File: config.mk
export PLATFORM = sky130hd
export DESIGN_NAME = jh_external_sync_sram_responder
export DESIGN_NICKNAME = d
export VERILOG_FILES = /design/src/rtl/jh_external_sync_sram_responder.sv
export SDC_FILE = /design/constraint.sdc
export NUM_CORES = 2
export LEC_CHECK = 0
export BUFFER_PORTS_ARGS = -buffer_cell sky130_fd_sc_hd__buf_2
export CORE_ASPECT_RATIO = 0.9
export CORE_MARGIN = 2
export CORE_UTILIZATION = 40
export DETAILED_ROUTE_END_ITERATION = 8
export SLEW_MARGIN = 20
export SYNTH_ARGS = -nofsm -noshare
export SYNTH_HDL_FRONTEND = slang
export SYNTH_SLANG_ARGS = --single-unit
File: constraint.sdc
create_clock -name clk -period 1.5 [get_ports clk]
set_input_delay 0.375 -clock clk [delete_from_list [all_inputs] [get_ports clk]]
set_output_delay 0.375 -clock clk [all_outputs]
set_load 0.005 [all_outputs]
File: src/rtl/jh_external_sync_sram_responder.sv
// Single-port sync SRAM responder for the FIFO external memory port.
// Optional even-parity protection per word under JH_SRAM_PARITY_EN.
module jh_external_sync_sram_responder #(
  parameter int DATA_WIDTH   = 8,
  parameter int FIFO_DEPTH   = 256,
  parameter int READ_LATENCY = 2,
  localparam int LB_FIFO_DEPTH = $clog2(FIFO_DEPTH)
) (
  input  logic                     clk,
  input  logic                     rstn,
  input  logic [LB_FIFO_DEPTH-1:0] mem_addr,
  input  logic [DATA_WIDTH-1:0]    mem_din,
  input  logic                     mem_wr_enable,
  input  logic                     mem_rd_enable,
  output logic [DATA_WIDTH-1:0]    mem_dout,
  output logic                     rd_valid,
  output logic                     err_rdwr,
  input  logic                     err_clear,
`ifdef JH_SRAM_PARITY_EN
  input  logic                     inject_parity_err,
  output logic                     err_parity,
`endif
  output logic                     err_addr
);

`ifdef JH_SRAM_PARITY_EN
  localparam int PW = 1;
`else
  localparam int PW = 0;
`endif
  localparam int SW = DATA_WIDTH + PW;

  logic [SW-1:0] mem_q [FIFO_DEPTH];

  logic [31:0]   addr_ext;
  logic          addr_ok;
  logic          wr_go;
  logic          rd_go;
  logic [SW-1:0] wr_word;
  logic [SW-1:0] rd_word;
  logic          last_v;
  logic [SW-1:0] last_d;

  assign addr_ext = 32'(mem_addr);
  assign addr_ok  = addr_ext < 32'(FIFO_DEPTH);
  assign wr_go    = mem_wr_enable & addr_ok;
  assign rd_go    = mem_rd_enable & ~mem_wr_enable;
  assign rd_word  = addr_ok ? mem_q[mem_addr] : '0;

`ifdef JH_SRAM_PARITY_EN
  assign wr_word = {(^mem_din) ^ inject_parity_err, mem_din};
`else
  assign wr_word = mem_din;
`endif

  always_ff @(posedge clk) begin
    if (wr_go) mem_q[mem_addr] <= wr_word;
  end

  // Stages between the array sample and the output register.
  generate
    if (READ_LATENCY == 1) begin : g_l1
      assign last_v = rd_go;
      assign last_d = rd_word;
    end else begin : g_pipe
      logic [READ_LATENCY-2:0] v_q;
      logic [SW-1:0]           d_q [READ_LATENCY-1];

      always_ff @(posedge clk or negedge rstn) begin
        if (!rstn) begin
          v_q <= '0;
          for (int k = 0; k < READ_LATENCY - 1; k++) d_q[k] <= '0;
        end else begin
          v_q[0] <= rd_go;
          d_q[0] <= rd_word;
          for (int k = 1; k < READ_LATENCY - 1; k++) begin
            v_q[k] <= v_q[k-1];
            d_q[k] <= d_q[k-1];
          end
        end
      end

      assign last_v = v_q[READ_LATENCY-2];
      assign last_d = d_q[READ_LATENCY-2];
    end
  endgenerate

  logic [DATA_WIDTH-1:0] dout_q;
  logic                  rd_valid_q;
  logic                  err_rdwr_q, err_rdwr_d;
  logic                  err_addr_q, err_addr_d;

  always_comb begin
    err_rdwr_d = err_rdwr_q;
    err_addr_d = err_addr_q;
    if (err_clear) begin
      err_rdwr_d = 1'b0;
      err_addr_d = 1'b0;
    end
    if (mem_wr_enable && mem_rd_enable) err_rdwr_d = 1'b1;
    if ((mem_wr_enable || mem_rd_enable) && !addr_ok) err_addr_d = 1'b1;
  end

  always_ff @(posedge clk or negedge rstn) begin
    if (!rstn) begin
      dout_q     <= '0;
      rd_valid_q <= 1'b0;
      err_rdwr_q <= 1'b0;
      err_addr_q <= 1'b0;
    end else begin
      rd_valid_q <= last_v;
      if (last_v) dout_q <= last_d[DATA_WIDTH-1:0];
      err_rdwr_q <= err_rdwr_d;
      err_addr_q <= err_addr_d;
    end
  end

  assign mem_dout = dout_q;
  assign rd_valid = rd_valid_q;
  assign err_rdwr = err_rdwr_q;
  assign err_addr = err_addr_q;

`ifdef JH_SRAM_PARITY_EN
  logic err_par_q, err_par_d;

  // Stored word carries even parity, so a clean word XORs to zero.
  always_comb begin
    err_par_d = err_par_q;
    if (err_clear) err_par_d = 1'b0;
    if (last_v && (^last_d)) err_par_d = 1'b1;
  end

  always_ff @(posedge clk or negedge rstn) begin
    if (!rstn) err_par_q <= 1'b0;
    else       err_par_q <= err_par_d;
  end

  assign err_parity = err_par_q;
`endif

endmodule

==> impl_metrics.toml <==
[worst_hold_path]
hp-class = "in -> reg"

[timing]
setup_violations = 28
max_slew.worst_pin.slew_ps = 753
fin_skew_ps = 68.5
finalCritPeriodShare = 1.51
hold_ws_ps = 46.5
max_slew_margin = 0.498
rsz0062_at_grt = "true"
final-hold-violation-count = 0
max_freq_mhz = 441
report.final.slew_viol_count = 0
setup_tns_ps = -7680
setup_ws_ps = -766
period_minus_slack_ps = 2270

[yosys]
syn_area_sq_mm = 0.0789
synth_fp_nets = 3593
yosysUniqueCellTypes = 24
synth_seq_area_share = 0.785
yosys_warnings = 0
syn_avg_cell_area_sq_um = 22.1
synth_cells = 3572
ys_ff_latch = 2067

[place]
dpl.hpwl_mm = 136
pre_cts_ws_ps = -2200
port_buffers = 30
gp_congestion = 0.878

[die]
coreArea_sq_mm = 0.196
initial_core_util = 0.403
rows = 154
die_area_sq_mm = 0.201
ios = 32
dieHeight_microns = 425
dieWidth_microns = 472

[global_routing]
antenna_found_initial = 1
overflow = 0
grt_pass1_vias = 40600
grt_pass1_wl_mm = 295
grt_util_all_layers = 0.204
grt_max_degree = 72

[clock_tree]
clkLatencyLatePin_ps = 850
cts_root_buffer = "clkbuf_16"
clkSlewWorstSetupHoldPaths_ps = 60
cts_buffers = 200
htree_levels = 4
clkSinkCount = 2067
cts_tree = "built"
clk_path_buf_depth = 3

[setup_path]
cp.arrival_ps = 2980
required_ps = 2210
worstSetupStartpointType = "flip-flop"
worstSetupPathType = "reg -> reg"
end_kind = "flip-flop"
path_max_fanout = 1

[route]
wire_per_inst_microns = 29.2
vias = 40000
drcViolationCount = 0
drt_first_pass_iters = 7
first_iter_violations = 4042
vias_per_cell = 5.68
ant_nets = 0
drt-total-wl_mm = 205

[cells_and_area]
drive_gt1_frac = 0.445
area_delta_synth_final_pct = 27.0
fin_nets = 4308
fill_cells = 15100

[power_and_ir_drop]
powerDensity_mw_per_mm2 = 1210
design_power_total_w = 0.121
leakage_nw = 31.5
ir_drop_v = 0.00126

[status]
violations = "setup timing"
status = "complete, but fails checks"

[run]
cap_violations = 0
==> kinds of logic after synthesis <==
logic type / count (synthesis) / synth area share
and+or+nand+nor: 331 / 0.0173
other: 1 / 0.0000475
buffers and inverters: 236 / 0.0139
muxes: 520 / 0.147
AOI/OAI and AO/OA: 417 / 0.0361
DFF: 2067 / 0.785
==> final cells by class <==
cell class,count,area [sq um],area share
diodes,1,2.50,0.0000250
multi-input cells,1269,18800,0.187
repair buffers,747,9690,0.0967
clock buffers,244,5250,0.0524
inverters,2,7.51,0.0000749
flip-flops and latches,2067,62000,0.619
clock inverters,126,1250,0.0125
well taps,2574,3220,0.0321
==> cell usage in the layout (no fill, tap or decap), drive strengths merged, types with 6 or more instances in the layout <==
cell type and n:
nand2b 6, clkinv 92, a21oi 128, mux2 8, edfxtp 2048, inv 7, nor3 33, bufinv 16
nand4 8, nand3 12, dlygate4sd3 12, nor2b 8, buf 733, dfrtp 19, clkinvlp 13, clkbuf 246
o41ai 32, nand2 30, nor2 229, a22oi 256, mux4 512
==> path summary, 6_finish.rpt <==
path	start	endpoint	slack [ps]	cells after the start
min in group asynchronous	rstn	rd_valid$_DFF_PN0_	70	2
setup / recovery	mem_q[174][1]$_DFFE_PP_	g_pipe.d_q[1]$_DFF_PN0_	-770	7
hold / removal	mem_wr_enable	g_pipe.v_q$_DFF_PN0_	50	3
setup reg to reg	mem_q[174][1]$_DFFE_PP_	g_pipe.d_q[1]$_DFF_PN0_	-770	7
max in group asynchronous	rstn	mem_dout[3]$_DFFE_PN0P_	930	2
hold reg to reg	g_pipe.d_q[3]$_DFF_PN0_	mem_dout[3]$_DFFE_PN0P_	490	1
==> timing repair <==
| action | CTS | global route |
|---|---|---|
| endpoints found under the hold margin | 179 | 0 |
| setup buffers | 6 | 7 |
| gates resized for setup | 170 | 45 |
| pin swaps | 42 | 23 |
| cloned | 0 | 2 |
| hold buffers | 12 | 0 |
| endpoints found under the setup margin | 767 | 104 |
==> power by group <==
part / total [W] / switching, W / internal [W]
registers: 0.0638 / 0.000146 / 0.0637
clock network: 0.0496 / 0.0218 / 0.0278
logic: 0.00743 / 0.00428 / 0.00315
==> critical path, cell delays in order (launching register included) <==
cell and delay [ps]:
edfxtp_1 380, mux4_2 480, a22oi_2 190, buf_6 150, a21oi_4 80, o41ai_4 540, buf_4 220, nand4_1 70
==> metrics by stage <==
| stage | cells | util | area, sq um |
|---|---|---|---|
| after floorplan | 3572 | - | 81500 |
| after global placement | 6632 | 0.471 | 92200 |
| after detailed placement | 6632 | 0.471 | 92200 |
| after CTS | 7020 | 0.509 | 99800 |
| after global routing | 7029 | 0.511 | 100000 |
| final | 7030 | 0.511 | 100000 |
==> synthesized netlist by cell type <==
library cell,count,share of area
nor2_1,229,0.011
buf_2,40,0.0025
a22oi_1,256,0.024
mux2_2,8,0.0011
nor3_1,33,0.0021
nand2b_1,6,0.00048
and2_1,3,0.00024
nand2_1,30,0.0014
buf_6,15,0.0021
or2_2,2,0.00016
inv_1,2,0.000095
buf_4,13,0.0012
o21ai_0,1,0.000063
nor2b_1,8,0.00063
buf_1,37,0.0018
mux4_2,512,0.15
o41ai_1,32,0.0036
clkbuf_1,129,0.0061
dfrtp_1,19,0.0060
nand4_1,8,0.00063
nand3_1,12,0.00076
edfxtp_1,2048,0.78
a21oi_1,128,0.0081
conb_1,1,0.000048
==> routing by layer <==
metal | vias up | global-route usage | part of all wire
met2 | 1398 | 0.321 | 0.48
met5 | - | 0 | 0
met4 | 0 | 0.0604 | 0.028
met1 | 21600 | 0.296 | 0.43
li1 | 16700 | - | -
met3 | 260 | 0.0307 | 0.062
==> flip-flops by register name, summed over array words and instances (netlist names) <==
signal and cells:
g_pipe.d_q 8, g_pipe.v_q 1, err_rdwr 1, mem_q 2048, rd_valid 1, mem_dout 8
Power figures use the tool's default switching activity.
